--- config.mk ---
export PLATFORM = sky130hd
export DESIGN_NAME = bcd_to_bin_entry_flat
export DESIGN_NICKNAME = d
export VERILOG_FILES = /design/src/rtl/bcd_to_bin_entry_if.sv /design/src/rtl/bcd_to_bin_entry.sv /design/src/flat_wrapper.sv
export SDC_FILE = /design/constraint.sdc
export NUM_CORES = 1
export LEC_CHECK = 0
export CELL_PAD_IN_SITES_DETAIL_PLACEMENT = 0
export CELL_PAD_IN_SITES_GLOBAL_PLACEMENT = 1
export CORE_MARGIN = 2
export CORE_UTILIZATION = 25
export CTS_CLUSTER_SIZE = 25
export DETAILED_ROUTE_END_ITERATION = 8
export PLACE_DENSITY = 0.53
export SLEW_MARGIN = 20
export SYNTH_ARGS = -nofsm -noshare
export SYNTH_HDL_FRONTEND = slang
export SYNTH_SLANG_ARGS = --single-unit
--- constraint.sdc ---
create_clock -name CLK -period 4.35 [get_ports CLK]
set_input_delay 0.6525 -clock CLK [delete_from_list [all_inputs] [get_ports CLK]]
set_output_delay 0.6525 -clock CLK [all_outputs]
set_load 0.03 [all_outputs]
--- src/rtl/bcd_to_bin_entry_if.sv ---
// Keypad entry / conversion-result bundle for bcd_to_bin_entry.
// The master drives the keypad strobes, the slave returns the converted limit and status.
interface bcd_to_bin_entry_if;
    logic [3:0] digit_in;
    logic       digit_stb;
    logic       commit;
    logic       clear;
    logic [6:0] max_count;
    logic       max_valid;
    logic       done;
    logic       busy;
    logic       err;
    logic [1:0] digit_cnt;

    modport master (
        output digit_in, digit_stb, commit, clear,
        input  max_count, max_valid, done, busy, err, digit_cnt
    );

    modport slave (
        input  digit_in, digit_stb, commit, clear,
        output max_count, max_valid, done, busy, err, digit_cnt
    );
endinterface

--- src/rtl/bcd_to_bin_entry.sv ---
// Two-digit BCD keypad entry with a 7-cycle reverse double-dabble conversion to binary.
// The result is held in max_count and only changes when a conversion completes.
module bcd_to_bin_entry (
    input  logic                    CLK,
    input  logic                    RST,
    bcd_to_bin_entry_if.slave       bus
);

    typedef enum logic [1:0] {
        ST_IDLE = 2'd0,
        ST_ONE  = 2'd1,
        ST_TWO  = 2'd2,
        ST_CONV = 2'd3
    } state_t;

    state_t     r_state;
    state_t     w_state_nxt;

    logic [7:0] r_entry;
    logic [7:0] r_bcd;
    logic [6:0] r_bin;
    logic [2:0] r_iter;
    logic [6:0] r_max_count;
    logic       r_max_valid;
    logic       r_done;
    logic       r_busy;
    logic       r_err;
    logic [1:0] r_digit_cnt;

    logic [7:0]  w_entry_nxt;
    logic        w_err_nxt;
    logic [1:0]  w_digit_cnt_nxt;
    logic        w_start;
    logic        w_finish;
    logic        w_digit_ok;
    logic        w_last_iter;
    logic [14:0] w_shift;
    logic [7:0]  w_bcd_step;
    logic [6:0]  w_bin_step;

    // A BCD nibble that received a high bit from above is worth 8 but should be worth 5.
    function automatic logic [3:0] dd_adjust(input logic [3:0] nib);
        logic [3:0] res;
        if (nib >= 4'd8) begin
            res = nib - 4'd3;
        end else begin
            res = nib;
        end
        return res;
    endfunction

    assign w_digit_ok  = (bus.digit_in <= 4'd9);
    assign w_last_iter = (r_iter == 3'd6);
    assign w_shift     = {r_bcd, r_bin} >> 1;
    assign w_bcd_step  = {dd_adjust(w_shift[14:11]), dd_adjust(w_shift[10:7])};
    assign w_bin_step  = w_shift[6:0];

    // State register.
    always_ff @(posedge CLK) begin
        if (RST) begin
            r_state <= ST_IDLE;
        end else begin
            r_state <= w_state_nxt;
        end
    end

    // Next-state logic; clear outranks commit, which outranks digit_stb.
    always_comb begin
        w_state_nxt = r_state;
        if (bus.clear) begin
            w_state_nxt = ST_IDLE;
        end else begin
            case (r_state)
                ST_IDLE, ST_ONE, ST_TWO: begin
                    if (bus.commit) begin
                        if (r_state != ST_IDLE) begin
                            w_state_nxt = ST_CONV;
                        end else begin
                            w_state_nxt = r_state;
                        end
                    end else if (bus.digit_stb && w_digit_ok) begin
                        if (r_state == ST_IDLE) begin
                            w_state_nxt = ST_ONE;
                        end else begin
                            w_state_nxt = ST_TWO;
                        end
                    end else begin
                        w_state_nxt = r_state;
                    end
                end
                ST_CONV: begin
                    if (w_last_iter) begin
                        w_state_nxt = ST_IDLE;
                    end else begin
                        w_state_nxt = ST_CONV;
                    end
                end
                default: w_state_nxt = ST_IDLE;
            endcase
        end
    end

    // Output / datapath next values derived from the current state and strobes.
    always_comb begin
        w_entry_nxt     = r_entry;
        w_err_nxt       = r_err;
        w_digit_cnt_nxt = r_digit_cnt;
        w_start         = 1'b0;
        w_finish        = 1'b0;
        if (bus.clear) begin
            w_entry_nxt     = 8'd0;
            w_err_nxt       = 1'b0;
            w_digit_cnt_nxt = 2'd0;
        end else begin
            case (r_state)
                ST_IDLE, ST_ONE, ST_TWO: begin
                    if (bus.commit) begin
                        w_start = (r_state != ST_IDLE);
                    end else if (bus.digit_stb) begin
                        if (w_digit_ok) begin
                            w_entry_nxt     = {r_entry[3:0], bus.digit_in};
                            w_digit_cnt_nxt = (r_digit_cnt == 2'd2) ? 2'd2 : (r_digit_cnt + 2'd1);
                        end else begin
                            w_err_nxt = 1'b1;
                        end
                    end else begin
                        w_start = 1'b0;
                    end
                end
                ST_CONV: begin
                    if (w_last_iter) begin
                        w_finish        = 1'b1;
                        w_entry_nxt     = 8'd0;
                        w_digit_cnt_nxt = 2'd0;
                    end else begin
                        w_finish = 1'b0;
                    end
                    if (!bus.commit && bus.digit_stb) begin
                        w_err_nxt = 1'b1;
                    end else begin
                        w_err_nxt = r_err;
                    end
                end
                default: begin
                    w_entry_nxt     = 8'd0;
                    w_digit_cnt_nxt = 2'd0;
                end
            endcase
        end
    end

    // Entry, conversion datapath and registered outputs.
    always_ff @(posedge CLK) begin
        if (RST) begin
            r_entry     <= 8'd0;
            r_bcd       <= 8'd0;
            r_bin       <= 7'd0;
            r_iter      <= 3'd0;
            r_max_count <= 7'd0;
            r_max_valid <= 1'b0;
            r_done      <= 1'b0;
            r_busy      <= 1'b0;
            r_err       <= 1'b0;
            r_digit_cnt <= 2'd0;
        end else begin
            r_entry     <= w_entry_nxt;
            r_err       <= w_err_nxt;
            r_digit_cnt <= w_digit_cnt_nxt;
            r_busy      <= (w_state_nxt == ST_CONV);
            r_done      <= w_finish;
            if (w_start) begin
                r_bcd  <= r_entry;
                r_bin  <= 7'd0;
                r_iter <= 3'd0;
            end else if (r_state == ST_CONV) begin
                r_bcd  <= w_bcd_step;
                r_bin  <= w_bin_step;
                r_iter <= r_iter + 3'd1;
            end else begin
                r_iter <= r_iter;
            end
            if (w_finish) begin
                r_max_count <= w_bin_step;
                r_max_valid <= 1'b1;
            end else begin
                r_max_count <= r_max_count;
            end
        end
    end

    assign bus.max_count = r_max_count;
    assign bus.max_valid = r_max_valid;
    assign bus.done      = r_done;
    assign bus.busy      = r_busy;
    assign bus.err       = r_err;
    assign bus.digit_cnt = r_digit_cnt;

endmodule
--- src/flat_wrapper.sv ---
// flat-port wrapper written by rule: the top's interface ports become plain ports
module bcd_to_bin_entry_flat 
  (CLK, RST, bus_digit_in, bus_digit_stb, bus_commit, bus_clear, bus_max_count, bus_max_valid, bus_done, bus_busy, bus_err, bus_digit_cnt);
  bcd_to_bin_entry_if bus_i ();
  input  logic CLK;
  input  logic RST;
  input wire logic [$bits(bus_i.digit_in)-1:0] bus_digit_in;
  input wire logic [$bits(bus_i.digit_stb)-1:0] bus_digit_stb;
  input wire logic [$bits(bus_i.commit)-1:0] bus_commit;
  input wire logic [$bits(bus_i.clear)-1:0] bus_clear;
  output wire logic [$bits(bus_i.max_count)-1:0] bus_max_count;
  output wire logic [$bits(bus_i.max_valid)-1:0] bus_max_valid;
  output wire logic [$bits(bus_i.done)-1:0] bus_done;
  output wire logic [$bits(bus_i.busy)-1:0] bus_busy;
  output wire logic [$bits(bus_i.err)-1:0] bus_err;
  output wire logic [$bits(bus_i.digit_cnt)-1:0] bus_digit_cnt;
  assign bus_i.digit_in = bus_digit_in;
  assign bus_i.digit_stb = bus_digit_stb;
  assign bus_i.commit = bus_commit;
  assign bus_i.clear = bus_clear;
  assign bus_max_count = bus_i.max_count;
  assign bus_max_valid = bus_i.max_valid;
  assign bus_done = bus_i.done;
  assign bus_busy = bus_i.busy;
  assign bus_err = bus_i.err;
  assign bus_digit_cnt = bus_i.digit_cnt;
  bcd_to_bin_entry u_core (.CLK(CLK), .RST(RST), .bus(bus_i));
endmodule
==> metrics.md <==
| Metric | Value |
|---|---|
| Status | complete, no violations |
| Compound-Gate Fraction of Synth Area | 16.82% |
| Drt drc | 0 |
| Worst Path Required | 4.49 ns |
| Clk sinks | 40 |
| Synth top area cells | dfxtp_1 48%, nand2_1 7.8%, o21ai_0 5.7%, a21oi_1 5.1%, ha_1 3.7% |
| Crit path largest cell delay | 0.73 ns |
| Slew HR | 39.28% |
| Hold buffer count at CTS | 0 |
| RSZ-0062 raised after global routing | no |
| Initial Util | 26.18% |
| Maximum operating frequency | around 420 MHz |
| Worst-path cell chain | clkdlybuf4s50_1 -> nand2b_1 -> maj3_2 -> a222oi_1 -> nor2_1 |
| R2R Path End | u_core.r_entry[5]$_SDFFE_PP0P_ |
| Crit. End Element | flop |
| Core Area | 6422 µm² |
| Mux share of post-synthesis cell area | 1.786% |
| WS Path Type | primary input to flop |
| R2r worst-path depth | 5 |
| Total power | 708.5 µW |
| Top cell type's share of synthesized area | 47.62% |
| DIE WIDTH | roughly 86 µm |
| CTS H-tree depth | 2 |
| Count of state elements after synthesis | 40 |
| ANT cells | 0 |
| Synth warnings | 0 |
| Synth unique cells | 33 |
| Crit path time final | roughly 2.4 ns |
| Post-synthesis simple-gate area fraction | roughly a fifth |
| Drt first pass iters | 5 |
| Vias in the first global route | 1400 |
| Clock Path Buffers | 2 |
| Overflow after GRT | 0 |
| Crit path DAT | 2.55 ns |
| Final setup viols | 0 |
| First-pass GRT wire length | 6.927 mm |
| Via Count | 1406 |
| Post-Synth Adder-Cell Area | 4.390% |
| Commonest cells in the netlist | 40 x dfxtp_1, 35 x nand2_1, 19 x o21ai_0 |
| PostCTS Resize Cnt | 0 |
| IO Pins | 22 |
| Tightest Pin Transition | just over 0.9 ns |
| Hold Fails Final Rpt | 0 |
| Most used DFF post-synth | dfxtp_1 |
| TritonCTS Buffers | 5 |
| Clock Latency Late Sink | 0.29 ns |
| Period utilization | 55.23% |
| WP depth | 5 |
| Rows | 29 |
| Final #Nets | 230 |
| Asr flop ratio synth | 0% |
| Cell family with most CP delay | buffers and inverters |
| Routed wire length | approximately 3.9 mm |
| Sequential area share after synthesis | a little under half |
| GRT Total Usage | between 10% and 20% |
| Post-synthesis cell count | 200 |
| Hold Crit Class | flop to flop |
| Startpoint types | primary input |
| P&R area growth vs syn | 21.88% |
| Buffers on Ports | 21 |
| CP Launch Point | bus_clear |
| Critical Path Fanout Max | 16 |
| Full die area | 7399 µm² |
| TNS Setup | 0 ns |
| Reg2reg setup slack | 2.54 ns |
| 1st-iter DRT viols | 80 |
| Worst-path clk slew | roughly 0.080 ns |
| Pins Over Slew Limit | 0 |
| Number of synthesized flops with an enable pin | 0 |
| Finished Cell Area | 2049 µm² |
| GP Congestion | 0.7060 |
| Area of the mapped netlist | about 1700 µm² |
| Cell Area, Placed | approximately 1900 µm² |
| CTS tree | built |
| Max-cap viol count | 0 |
| Critical-path top delay cell | clkdlybuf4s50_1 |
| Post-CTS Setup Inserts | 0 |
| Final hold slack | 0.4597 ns |
| Clock root buffer master | clkbuf_8 |
| Avg Cell Area, Syn | 8.408 µm² |
| PwrDens | 345.7 nW/µm² |
| Post-Synth XOR/XNOR Area | 3.125% |
| DRT antenna net count | 0 |
| Combinational family with the most area after synthesis | simple AND/OR/NAND/NOR gates |
| Clk_skew | between 0.008 and 0.009 ns |
| Layout cells sized above 1 | 5.530% |
| Syn nets | around 210 |
| Initial antenna violation count | 0 |
| Leakage | 0.0006894 µW |
| Die Ht | 86.02 µm |
| Buf+Inv Stages, Crit Path | 1 |
| Synth area leader | dfxtp_1 |
| Worst VDD drop | 0.0001136 V |
| Crit path to | u_core.r_bcd[0]$_SDFFE_PP0P_ |
| Count leader, synth | dfxtp_1 |
| Worst r2r src | u_core.r_state[0]$_SDFF_PP0_ |
| Final HPWL DP | approximately 2.6 mm |
| Routed wire per std cell | 13.15 µm |
| Vias per Instance | 4.782 |
| Pin count of the biggest net entering global routing | 25 |
==> stage by stage <==
step | setup WS (ns) | std cells | utilization (%)
2_1_floorplan | 2.697 | 200 | -
3_3_place_gp | 1.623 | 286 | 30.18
3_5_place_dp | 1.649 | 286 | 30.18
4_1_cts | 1.968 | 294 | 31.91
5_1_grt | 1.771 | 294 | 31.91
6_report | 1.948 | 294 | 31.91
==> worst min-delay path by stage <==
stage | from | to | slack [ns] | cells after the start
6_report | u_core.r_bin[1]$_SDFFE_PP0P_ | u_core.r_bin[1]$_SDFFE_PP0P_ | 0.46 | 2
5_1_grt | u_core.r_bin[1]$_SDFFE_PP0P_ | u_core.bus.max_count[0]$_SDFFE_PP0P_ | 0.49 | 2
4_1_cts | u_core.r_bin[1]$_SDFFE_PP0P_ | u_core.r_bin[1]$_SDFFE_PP0P_ | 0.47 | 2
3_5_place_dp | u_core.r_bin[1]$_SDFFE_PP0P_ | u_core.r_bin[1]$_SDFFE_PP0P_ | 0.46 | 2
3_3_place_gp | u_core.r_bin[1]$_SDFFE_PP0P_ | u_core.bus.max_count[0]$_SDFFE_PP0P_ | 0.45 | 2
2_1_floorplan | u_core.r_bin[1]$_SDFFE_PP0P_ | u_core.bus.max_count[0]$_SDFFE_PP0P_ | 0.43 | 2
==> state kept, by name, indices dropped and copies added, names as in the netlist <==
register              count
u_core.bus.max_count      7
u_core.bus.digit_cnt      2
u_core.r_bcd              8
u_core.bus.busy           1
u_core.r_entry            8
u_core.bus.err            1
u_core.bus.max_valid      1
u_core.r_bin              6
u_core.bus.done           1
u_core.r_state            2
u_core.r_iter             3
==> cell usage in the layout, fill, tap and decap left out, drive strengths merged, types with 2 or more instances in the layout <==
master and instances:
xnor2 4, a211oi 3, o311ai 2, dfxtp 40, nor3b 2, nand2 35
nor2 13, o21ai 20, a222oi 5, nor2b 2, inv 8, nand3 11
mux2i 3, nor3 4, clkbuf 5, a21oi 17, ha 5, clkdlybuf4s50 21
xor2 2, nand2b 2
==> cell type report <==
type | instances | area (µm²)
clock inverters | 3 | 42.54
clock buffers | 5 | 68.82
flip-flops and latches | 40 | 800.8
repair buffers | 22 | 217.7
well taps | 77 | 96.34
fillers | 698 | 4373
inverters | 8 | 30.03
multi-input cells | 139 | 793.3
==> layer usage <==
| metal | share of wire [%] | track usage, % | wire, µm |
|---|---|---|---|
| met2 | 47 | 19.24 | 1809 |
| met4 | 1.2 | 4.762 | 45 |
| met3 | 4.4 | 3.272 | 169 |
| met1 | 48 | 14.80 | 1841 |
| met5 | 0 | 0 | 0 |
==> cells by family (layout without fill, tap and decap cells) <==
logic type                 Yosys count  after routing
and+or+nand+nor                     76             76
xor gates and xnor gates             6              6
buffers and inverters               21             38
muxes                                3              3
DFF                                 40             40
adders and majority gates            6              6
AOI/OAI and AO/OA                   48             48
==> report_power, final <==
part | total, µW | leakage [µW] | switching [µW] | internal, µW
clock | 305 | 0.0000541 | 135 | 170
sequential | 370 | 0.000322 | 2.46 | 368
combinational | 33.6 | 0.000313 | 20.6 | 13.0
total | 708 | 0.000689 | 158 | 550
==> tightest hold or removal path: stages, from the launching register on <==
cell     delay (ns)
dfxtp_1        0.31
nand2_1        0.05
a21oi_1        0.05
Note: power is estimated with default switching activity, not from simulation.
